[config.mk]
export PLATFORM = sky130hd
export DESIGN_NAME = wb_retire_queue_flat
export DESIGN_NICKNAME = d
export VERILOG_FILES = /design/src/rtl/wb_retire_queue_if.sv /design/src/rtl/wb_retire_queue.sv /design/src/flat_wrapper.sv
export SDC_FILE = /design/constraint.sdc
export NUM_CORES = 1
export LEC_CHECK = 0
export BUFFER_PORTS_ARGS = -buffer_cell sky130_fd_sc_hd__buf_4
export CORE_UTILIZATION = 50
export CTS_BUF_LIST = sky130_fd_sc_hd__clkbuf_8
export DETAILED_ROUTE_END_ITERATION = 6
export PLACE_DENSITY = 0.77
export SKIP_LAST_GASP = 1
export SLEW_MARGIN = 20
export SYNTH_ARGS = -nofsm -noshare
export SYNTH_HDL_FRONTEND = slang
export SYNTH_SLANG_ARGS = --single-unit
[constraint.sdc]
create_clock -name clk -period 5 [get_ports clk]
set_input_delay 1 -clock clk [delete_from_list [all_inputs] [get_ports clk]]
set_output_delay 1 -clock clk [all_outputs]
set_load 0.02 [all_outputs]
[src/rtl/wb_retire_queue_if.sv]
// MEM -> WB handshake bundle for the retire queue.
interface wb_retire_queue_if #(
  parameter int unsigned EXCP_W = 15
);
  logic              ms_to_ws_valid;
  logic              ws_allowin;
  logic [31:0]       in_pc;
  logic [31:0]       in_result;
  logic [4:0]        in_dest;
  logic              in_gr_we;
  logic [EXCP_W-1:0] in_excp;
  logic              in_ertn;

  // MEM stage side
  modport master (
    output ms_to_ws_valid, in_pc, in_result, in_dest, in_gr_we, in_excp, in_ertn,
    input  ws_allowin
  );

  // Writeback/retire side
  modport slave (
    input  ms_to_ws_valid, in_pc, in_result, in_dest, in_gr_we, in_excp, in_ertn,
    output ws_allowin
  );
endinterface

[src/rtl/wb_retire_queue.sv]
// Writeback/retire queue: buffers completed instructions in program order,
// retires one per cycle into registered regfile/debug/flush outputs, and
// offers youngest-wins forwarding over all pending GR writes.
module wb_retire_queue #(
  parameter int unsigned DEPTH  = 4,
  parameter int unsigned EXCP_W = 15
) (
  input  logic             clk,
  input  logic             resetn,
  wb_retire_queue_if.slave ms,
  input  logic             commit_en,
  output logic             rf_we,
  output logic [4:0]       rf_waddr,
  output logic [31:0]      rf_wdata,
  output logic             excp_flush,
  output logic             ertn_flush,
  output logic [5:0]       flush_ecode,
  output logic [31:0]      flush_pc,
  output logic [31:0]      debug_wb_pc,
  output logic [3:0]       debug_wb_rf_we,
  output logic [4:0]       debug_wb_rf_wnum,
  output logic [31:0]      debug_wb_rf_wdata,
  input  logic [4:0]       fwd_raddr1,
  input  logic [4:0]       fwd_raddr2,
  output logic             fwd_hit1,
  output logic             fwd_hit2,
  output logic [31:0]      fwd_data1,
  output logic [31:0]      fwd_data2
);
  localparam int unsigned PTR_W = $clog2(DEPTH);
  localparam int unsigned CNT_W = PTR_W + 1;

  logic [31:0]       pc_q   [DEPTH];
  logic [31:0]       res_q  [DEPTH];
  logic [4:0]        dest_q [DEPTH];
  logic              we_q   [DEPTH];
  logic [EXCP_W-1:0] excp_q [DEPTH];
  logic              ertn_q [DEPTH];

  logic [PTR_W-1:0] head, tail, idx;
  logic [CNT_W-1:0] count;
  logic             allowin, push, pop;
  logic             head_excp, head_flush, ecode_found;
  logic [5:0]       head_ecode;

  function automatic logic [5:0] cause_ecode(input int unsigned bit_idx);
    case (bit_idx)
      0:       return 6'h00;
      1:       return 6'h08;
      2:       return 6'h3F;
      3:       return 6'h03;
      4:       return 6'h07;
      5:       return 6'h0B;
      6:       return 6'h0C;
      7:       return 6'h0D;
      8:       return 6'h0E;
      9:       return 6'h09;
      10:      return 6'h3F;
      11:      return 6'h04;
      12:      return 6'h07;
      13:      return 6'h02;
      14:      return 6'h01;
      default: return 6'h00;
    endcase
  endfunction

  assign allowin       = count < CNT_W'(DEPTH);
  assign ms.ws_allowin = allowin;
  assign push          = ms.ms_to_ws_valid && allowin;
  assign pop           = (count != '0) && commit_en;
  assign head_excp     = |excp_q[head];
  assign head_flush    = pop && (head_excp || ertn_q[head]);

  // Lowest set cause bit of the head entry selects the ecode.
  always_comb begin
    head_ecode  = '0;
    ecode_found = 1'b0;
    for (int unsigned i = 0; i < EXCP_W; i++) begin
      if (excp_q[head][i] && !ecode_found) begin
        head_ecode  = cause_ecode(i);
        ecode_found = 1'b1;
      end
    end
  end

  // Entry storage; a push coinciding with a flush retire is dropped.
  always_ff @(posedge clk) begin
    if (push && !head_flush) begin
      pc_q[tail]   <= ms.in_pc;
      res_q[tail]  <= ms.in_result;
      dest_q[tail] <= ms.in_dest;
      we_q[tail]   <= ms.in_gr_we;
      excp_q[tail] <= ms.in_excp;
      ertn_q[tail] <= ms.in_ertn;
    end
  end

  // Pointer and occupancy bookkeeping; a flush empties the queue by head<=tail.
  always_ff @(posedge clk or negedge resetn) begin
    if (!resetn) begin
      head  <= '0;
      tail  <= '0;
      count <= '0;
    end else if (head_flush) begin
      head  <= tail;
      count <= '0;
    end else begin
      if (push) tail <= tail + PTR_W'(1);
      if (pop)  head <= head + PTR_W'(1);
      count <= count + CNT_W'(push) - CNT_W'(pop);
    end
  end

  // Retire output registers: single-cycle pulses, data/pc hold between retires.
  always_ff @(posedge clk or negedge resetn) begin
    if (!resetn) begin
      rf_we       <= 1'b0;
      rf_waddr    <= '0;
      rf_wdata    <= '0;
      excp_flush  <= 1'b0;
      ertn_flush  <= 1'b0;
      flush_ecode <= '0;
      flush_pc    <= '0;
      debug_wb_pc <= '0;
    end else begin
      rf_we      <= 1'b0;
      excp_flush <= 1'b0;
      ertn_flush <= 1'b0;
      if (pop) begin
        debug_wb_pc <= pc_q[head];
        if (head_excp) begin
          excp_flush  <= 1'b1;
          flush_pc    <= pc_q[head];
          flush_ecode <= head_ecode;
        end else if (ertn_q[head]) begin
          ertn_flush  <= 1'b1;
          flush_pc    <= pc_q[head];
          flush_ecode <= '0;
        end else begin
          rf_we    <= we_q[head];
          rf_waddr <= dest_q[head];
          rf_wdata <= res_q[head];
        end
      end
    end
  end

  assign debug_wb_rf_we    = {4{rf_we}};
  assign debug_wb_rf_wnum  = rf_waddr;
  assign debug_wb_rf_wdata = rf_wdata;

  // Forwarding: output register is oldest, then buffer head..tail; later match overrides.
  always_comb begin
    fwd_hit1  = rf_we && (rf_waddr == fwd_raddr1) && (fwd_raddr1 != '0);
    fwd_data1 = fwd_hit1 ? rf_wdata : '0;
    fwd_hit2  = rf_we && (rf_waddr == fwd_raddr2) && (fwd_raddr2 != '0);
    fwd_data2 = fwd_hit2 ? rf_wdata : '0;
    idx       = head;
    for (int unsigned i = 0; i < DEPTH; i++) begin
      idx = head + PTR_W'(i);
      if (i < 32'(count) && we_q[idx] && (excp_q[idx] == '0)) begin
        if ((dest_q[idx] == fwd_raddr1) && (fwd_raddr1 != '0)) begin
          fwd_hit1  = 1'b1;
          fwd_data1 = res_q[idx];
        end
        if ((dest_q[idx] == fwd_raddr2) && (fwd_raddr2 != '0)) begin
          fwd_hit2  = 1'b1;
          fwd_data2 = res_q[idx];
        end
      end
    end
  end
endmodule

[src/flat_wrapper.sv]
// flat-port wrapper written by rule: the top's interface ports become plain ports
module wb_retire_queue_flat 
#(
  parameter int unsigned DEPTH  = 4,
  parameter int unsigned EXCP_W = 15
)
  (clk, resetn, commit_en, rf_we, rf_waddr, rf_wdata, excp_flush, ertn_flush, flush_ecode, flush_pc, debug_wb_pc, debug_wb_rf_we, debug_wb_rf_wnum, debug_wb_rf_wdata, fwd_raddr1, fwd_raddr2, fwd_hit1, fwd_hit2, fwd_data1, fwd_data2, ms_ms_to_ws_valid, ms_in_pc, ms_in_result, ms_in_dest, ms_in_gr_we, ms_in_excp, ms_in_ertn, ms_ws_allowin);
  wb_retire_queue_if #(.EXCP_W(EXCP_W)) ms_i ();
  input  logic clk;
  input  logic resetn;
  input  logic commit_en;
  output logic rf_we;
  output logic [4:0] rf_waddr;
  output logic [31:0] rf_wdata;
  output logic excp_flush;
  output logic ertn_flush;
  output logic [5:0] flush_ecode;
  output logic [31:0] flush_pc;
  output logic [31:0] debug_wb_pc;
  output logic [3:0] debug_wb_rf_we;
  output logic [4:0] debug_wb_rf_wnum;
  output logic [31:0] debug_wb_rf_wdata;
  input  logic [4:0] fwd_raddr1;
  input  logic [4:0] fwd_raddr2;
  output logic fwd_hit1;
  output logic fwd_hit2;
  output logic [31:0] fwd_data1;
  output logic [31:0] fwd_data2;
  input wire logic [$bits(ms_i.ms_to_ws_valid)-1:0] ms_ms_to_ws_valid;
  input wire logic [$bits(ms_i.in_pc)-1:0] ms_in_pc;
  input wire logic [$bits(ms_i.in_result)-1:0] ms_in_result;
  input wire logic [$bits(ms_i.in_dest)-1:0] ms_in_dest;
  input wire logic [$bits(ms_i.in_gr_we)-1:0] ms_in_gr_we;
  input wire logic [$bits(ms_i.in_excp)-1:0] ms_in_excp;
  input wire logic [$bits(ms_i.in_ertn)-1:0] ms_in_ertn;
  output wire logic [$bits(ms_i.ws_allowin)-1:0] ms_ws_allowin;
  assign ms_i.ms_to_ws_valid = ms_ms_to_ws_valid;
  assign ms_i.in_pc = ms_in_pc;
  assign ms_i.in_result = ms_in_result;
  assign ms_i.in_dest = ms_in_dest;
  assign ms_i.in_gr_we = ms_in_gr_we;
  assign ms_i.in_excp = ms_in_excp;
  assign ms_i.in_ertn = ms_in_ertn;
  assign ms_ws_allowin = ms_i.ws_allowin;
  wb_retire_queue #(.DEPTH(DEPTH), .EXCP_W(EXCP_W)) u_core (.clk(clk), .resetn(resetn), .ms(ms_i), .commit_en(commit_en), .rf_we(rf_we), .rf_waddr(rf_waddr), .rf_wdata(rf_wdata), .excp_flush(excp_flush), .ertn_flush(ertn_flush), .flush_ecode(flush_ecode), .flush_pc(flush_pc), .debug_wb_pc(debug_wb_pc), .debug_wb_rf_we(debug_wb_rf_we), .debug_wb_rf_wnum(debug_wb_rf_wnum), .debug_wb_rf_wdata(debug_wb_rf_wdata), .fwd_raddr1(fwd_raddr1), .fwd_raddr2(fwd_raddr2), .fwd_hit1(fwd_hit1), .fwd_hit2(fwd_hit2), .fwd_data1(fwd_data1), .fwd_data2(fwd_data2));
endmodule
After elaboration in Yosys (flattened, before gate mapping)
Memories as Yosys holds them, arrays and structs flattened.
Index checks and enable logic that the tools add are counted.
{"block": "classes", "n_addsub": 6, "magnitude_cmp": 5, "n_eq_ne": 10, "mux": 79, "n_bitwise": 3, "reduce_logical": 67}
{"op": "$mux W32", "n": 20}
{"op": "$mux W6", "n": 15}
{"op": "$logic_not A15 Y1", "n": 4}
{"op": "$eq A5 B5 Y1", "n": 10}
{"op": "$mux W1", "n": 40}
{"op": "$logic_and A1 B1 Y1", "n": 38}
{"op": "$logic_not A1 Y1", "n": 15}
{"op": "$reduce_or A15 Y1", "n": 1}
{"op": "$reduce_bool A5 Y1", "n": 2}
{"op": "$lt A1 B3 Y1 const A", "n": 2}
{"op": "$lt A2 B3 Y1 const A", "n": 2}
{"op": "$add A2 B1 Y2 const B", "n": 2}
{"op": "$add A2 B2 Y2 const B", "n": 2}
{"op": "$mux W2", "n": 2}
{"op": "$mux W4", "n": 1}
{"op": "$reduce_and A2 Y1", "n": 2}
{"op": "$reduce_bool A2 Y1", "n": 2}
{"op": "$add A3 B1 Y3", "n": 1}
{"op": "$lt A3 B3 Y1 const B", "n": 1}
{"op": "$mux W3", "n": 1}
{"op": "$not A1 Y1", "n": 3}
{"op": "$reduce_and A3 Y1", "n": 1}
{"op": "$reduce_bool A3 Y1", "n": 1}
{"op": "$sub A3 B1 Y3", "n": 1}
{"op": "$logic_or A1 B1 Y1", "n": 1}
{"block": "totals", "regBits": 117, "mem_bits_rw": 344, "in_bits": 100, "output_inout_bits": 218, "elab_cells": 187, "memories": 6}
{"memory": "u_core.pc_q", "depth": 4, "width": 32, "rd": 1, "rd_clocked_by_memory_dff": 0, "wr": 1, "line_no": "wb_retire_queue.sv:33", "text": "logic [31:0] pc_q [DEPTH];"}
{"memory": "u_core.res_q", "depth": 4, "width": 32, "rd": 4, "rd_clocked_by_memory_dff": 0, "wr": 1, "line_no": "wb_retire_queue.sv:34", "text": "logic [31:0] res_q [DEPTH];"}
{"memory": "u_core.excp_q", "depth": 4, "width": 15, "rd": 4, "rd_clocked_by_memory_dff": 0, "wr": 1, "line_no": "wb_retire_queue.sv:37", "text": "logic [EXCP_W-1:0] excp_q [DEPTH];"}
{"memory": "u_core.dest_q", "depth": 4, "width": 5, "rd": 4, "rd_clocked_by_memory_dff": 0, "wr": 1, "line_no": "wb_retire_queue.sv:35", "text": "logic [4:0] dest_q [DEPTH];"}
{"memory": "u_core.ertn_q", "depth": 4, "width": 1, "rd": 1, "rd_clocked_by_memory_dff": 0, "wr": 1, "line_no": "wb_retire_queue.sv:38", "text": "logic ertn_q [DEPTH];"}
{"memory": "u_core.we_q", "depth": 4, "width": 1, "rd": 4, "rd_clocked_by_memory_dff": 0, "wr": 1, "line_no": "wb_retire_queue.sv:36", "text": "logic we_q [DEPTH];"}

Depth between registers and ports, before layout
An unclocked memory read counts as a cell.
{"block": "logic_depth", "ltp_word": 45, "ltp_mapped": 15, "ltp_nobuf": 9}

Least setup slack after synthesis
Ideal clock, no wire load.
{"block": "synth_path", "kind": "reg-to-reg", "from": "register u_core.head[0]", "to": "memory u_core.dest_q[0][0], enable pin", "setup_ns": 0.454, "arrival_time_ns": 4.730, "required_ns": 4.546, "path_slack_ns": -0.185, "path_stages_with_launch": 11, "path_buffers": 3, "period_less_slack_ns": 5.185, "path_cell_list": "dfrtp_1 buf_6 mux4_2 or4_1 nand4b_4 or3b_1 buf_2 and2_1 buf_2 nor2b_4 and2_1"}
{"block": "synth_between", "elab_chain_cells": 8, "elab_cells_between_ends": 9, "classes_between": "mux: 2; reduce/logical: 5; memory: 2"}
{"element": "from (decl)", "line_no": "wb_retire_queue.sv:40", "text": "logic [PTR_W-1:0] head, tail, idx;"}
{"element": "from (signal assigned)", "line_no": "wb_retire_queue.sv:105", "text": "head <= tail;"}
{"element": "from (signal assigned)", "line_no": "wb_retire_queue.sv:109", "text": "if (pop) head <= head + PTR_W'(1);"}
{"element": "$mem_v2 Z4 W15"}
{"element": "$reduce_or A15 Y1", "line_no": "wb_retire_queue.sv:71", "text": "assign head_excp = |excp_q[head];"}
{"element": "$logic_or A1 B1 Y1 (*)", "line_no": "wb_retire_queue.sv:72", "text": "assign head_flush = pop && (head_excp || ertn_q[head]);"}
{"element": "$logic_and A1 B1 Y1 (*)", "line_no": "wb_retire_queue.sv:72"}
{"element": "$logic_not A1 Y1 (*)", "line_no": "wb_retire_queue.sv:88", "text": "if (push && !head_flush) begin"}
{"element": "$logic_and A1 B1 Y1 (*)", "line_no": "wb_retire_queue.sv:88"}
{"element": "$mux W1 (*)", "line_no": "wb_retire_queue.sv:88"}
{"element": "$mux W1 (not written as such) (*)", "line_no": "wb_retire_queue.sv:91", "text": "dest_q[tail] <= ms.in_dest;"}
{"element": "to (decl)", "line_no": "wb_retire_queue.sv:35"}
Every way passes the cells marked *; elsewhere a longest branch is shown, timed or not.

Worst setup path in the final report
{"block": "layout_path", "from": "register u_core.head[0]", "to": "output port fwd_data1[1]"}
{"block": "layout_between", "elab_chain_cells": 11, "elab_cells_between_ends": 35, "classes_between": "add/sub: 3; eq/ne: 4; mux: 8; reduce/logical: 16; memory: 4"}
{"element": "parallel branches: the longest is 10 deep, another holds $mem_v2 Z4 W5"}
{"element": "$mux W32 (*)", "line_no": "wb_retire_queue.sv:161", "text": "if (i < 32'(count) && we_q[idx] && (excp_q[idx] == '0)) begin"}
{"element": "to (decl)", "line_no": "flat_wrapper.sv:27", "text": "output logic [31:0] fwd_data1;"}
Mark *: on every way between the ends.

==> flow_summary_export.csv <==
group,metric,value,unit
clocking,clk_latency,0.65,ns
power_and_ir_drop,ir_drop,0.368,mV
timing,finClkSkew,0.0331,ns
timing,period_share,0.991,
routing,post-route-drc-count,0,
routing,drt_iter0_drc,2592,
clocking,clockBufferDepth,3,
timing,whs,0.453,ns
logic_synthesis,netlist_instances,2221,
logic_synthesis,postSynthAreaPerCell,11.4,um2
timing,finalSetupViolCount,0,
grt,grt_pass1_wl,116000,um
grt,antenna_found_initial,7,
clocking,tritoncts,"yes",
worst_setup_path,required,4.00,ns
die,rows,82,
grt,grt_use_total,0.296,
worst_setup_path,reg2reg_depth,13,
routing,antenna_left,0,
die,io_pins,318,
clocking,clock-sinks,460,
timing,slew_headroom,0.330,
layout,nFillCells,4012,
die,initial_core_util,0.506,
timing,hold_viol,0,
worst_setup_path,r2r_end,"u_core.res_q[1][16]",
placement,port_buffers,317,
routing,dr.pass1.iters,7,
flow_run,max-cap-violations,0,
placement,pre_cts_slack,0.240,ns
logic_synthesis,yosysUniqueCellTypes,62,
clocking,clkSlewWorstSetupHoldPaths,0.07,ns
worst_setup_path,rrSetupSlack,0.73,ns
timing,max_freq,202,MHz
logic_synthesis,syn_nets,2330,
power_and_ir_drop,power.density,503,mW/mm2
grt,grt_max_degree,185,
routing,viasPerCell,6.38,
placement,place_congestion,0.935,
timing,finalSetupTns,0,ns
timing,rsz0062_at_grt,"true",
worst_setup_path,cp_max_fo,8,
layout,drive_gt1_frac,0.278,
routing,post_drt_wl_per_cell,24.3,um
worst_setup_path,cp.arrival,3.96,ns
power_and_ir_drop,p_total,0.0153,W
worst_setup_path,crit_path_end,"fwd_data1[1]",
layout,nNetsFinal,2588,
timing,worst_slew_pin_slew,1.01,ns
worst_setup_path,worstSetupEndpointType,"output port",
worst_setup_path,crit_type,"flip-flop to output port",
logic_synthesis,ys.warnings.count,0,
layout,syn_to_final_growth,20.2,%
clocking,htree_levels,3,
clocking,cts_made_buffers,78,
grt,grt_pass1_vias,19837,
logic_synthesis,synth_edf_count,344,
layout,postLayoutCoreUtil,0.608,
worst_setup_path,r2r-start,"u_core.head[0]",
power_and_ir_drop,power_leakage,11.7,nW
die,die_w,227,um
clocking,cts-root-buf,"clkbuf_8",
logic_synthesis,syn_area,0.0253,mm2
timing,slew_violations,0,
placement,hpwl,47900,um
timing,min_period,4.96,ns
logic_synthesis,synth-seq-area-share,0.522,
routing,wirelength,78400,um
min_path,hold_class,"input pin to asynchronous set/reset pin",
die,chipHeight,227,um
logic_synthesis,ys_ff_latch,460,
worst_setup_path,setup.worst_path.start_class,"flip-flop",
grt,overflow,0,
die,core-area,0.0501,mm2
logic_synthesis,synthFlopType,"edfxtp_1",
logic_synthesis,synth-async-reset-ratio,0.252,
die,die_area,0.0516,mm2
timing,layout_setup_ws,0.0449,ns
outcome,status,"complete, no violations",
routing,vias,20551,
worst_setup_path,crit_start,"u_core.head[0]",
## routing by layer
| layer | part of all wire | track usage | wire (um) |
|---|---|---|---|
| met3 | 0.11 | 0.0783 | 8700 |
| met1 | 0.39 | 0.384 | 30200 |
| met4 | 0.044 | 0.136 | 3470 |
| met2 | 0.46 | 0.464 | 36000 |
| met5 | 0.00034 | 0 | 27 |
## placed cells by master, fill, tap and decap left out, types with 37 or more instances in the layout
cell type / synthesis / layout
a21oi_1: 109 / 99
edfxtp_1: 344 / 344
nand2_1: 452 / 452
a211oi_1: 82 / 65
and2_1: 46 / 41
inv_1: 20 / 45
o21ai_0: 38 / 37
a211o_1: 68 / 68
mux4_2: 77 / 77
buf_4: 47 / 365
o311ai_0: 62 / 61
clkbuf_8: 0 / 88
dfrtp_1: 116 / 114
mux2i_1: 144 / 143
nor3_1: 105 / 104
mux2_2: 44 / 44
nor2b_1: 45 / 45
## cells in the mapped netlist, drive strengths merged (8+ instances only)
cell	count	area (um2)
nand2	452	1700
edfxtp	344	10300
mux2i	144	1440
buf	116	744
dfrtp	116	2900
clkbuf	112	420
a21oi	109	546
nor3	105	526
a211oi	82	616
mux4	77	1730
a211o	68	596
o311ai	64	561
mux2	55	661
and2	46	288
nor2b	46	295
o21ai	40	200
xnor2	34	298
nor2	30	113
o31a	24	210
nand4	23	144
nand3	22	115
inv	20	75.1
nor4	15	124
xor2	14	123
a32oi	10	87.6
o32ai	9	78.8
ha	8	100
## critical path, cell delays in order (launching register included)
cell	delay (ns)
dfrtp_4	0.51
buf_12	0.15
buf_12	0.12
mux4_2	0.45
or3_1	0.38
a211oi_2	0.28
nand3_4	0.26
buf_4	0.25
o311ai_0	0.55
a21oi_1	0.15
buf_4	0.19
## sequential cells by signal, indices dropped and copies added (netlist names), 2 cells and up
register / flops
u_core.count: 3
u_core.debug_wb_pc: 32
u_core.debug_wb_rf_wdata: 32
u_core.debug_wb_rf_wnum: 5
u_core.dest_q: 20
u_core.ertn_q: 4
u_core.excp_q: 60
u_core.flush_ecode: 5
u_core.flush_pc: 32
u_core.head: 2
u_core.pc_q: 128
u_core.res_q: 128
u_core.tail: 2
u_core.we_q: 4
## repair_timing
| item | in CTS | in global routing |
|---|---|---|
| pin swaps | 5 | 12 |
| gates resized for setup | 10 | 48 |
| setup endpoints to repair | 65 | 48 |
| buffers inserted | 15 | 8 |
| hold buffers | 0 | 0 |
| cloned | 2 | 2 |
## cell type report
cell class | count | area, um2 | area share
well taps | 672 | 841 | 0.0276
diodes | 6 | 15.0 | 0.000493
flip-flops and latches | 460 | 13200 | 0.435
repair buffers | 406 | 3510 | 0.115
inverters | 21 | 81.3 | 0.00267
clock buffers | 88 | 1210 | 0.0398
multi-input cells | 1512 | 11100 | 0.366
clock inverters | 56 | 399 | 0.0131
## power breakdown
part / switching [W] / internal (W)
clock network: 0.00157 / 0.00193
registers: 0.000359 / 0.00485
logic: 0.00408 / 0.00254
## worst min-delay path by stage
stage                                 from                     endpoint  cells past startpoint
finish                              resetn  u_core.debug_wb_rf_wdata[6]                      1
global route                        resetn  u_core.debug_wb_rf_wdata[6]                      1
CTS                                 resetn  u_core.debug_wb_rf_wdata[6]                      1
detailed placement  u_core.debug_wb_pc[23]       u_core.debug_wb_pc[23]                      2
global placement    u_core.debug_wb_pc[21]       u_core.debug_wb_pc[21]                      2
floorplan                   u_core.tail[0]               u_core.head[0]                      2
## cells by family after synthesis
| kind of cell | after synthesis | share of synthesized area |
|---|---|---|
| AO/OA/AOI/OAI | 419 | 0.118 |
| AND/OR/NAND/NOR | 760 | 0.137 |
| multiplexers | 276 | 0.151 |
| flip-flops | 460 | 0.522 |
| XOR/XNOR | 48 | 0.0166 |
| buffers and inverters | 249 | 0.0491 |
| adder cells (fa/ha/maj) | 9 | 0.00474 |
## stage by stage
stage,std cells,instance area (um2)
floorplan,2221,25300
global placement,3043,28200
detailed placement,3044,28200
CTS,3205,30100
global route,3220,30400
finish,3221,30400
Power figures use the tool's default switching activity.
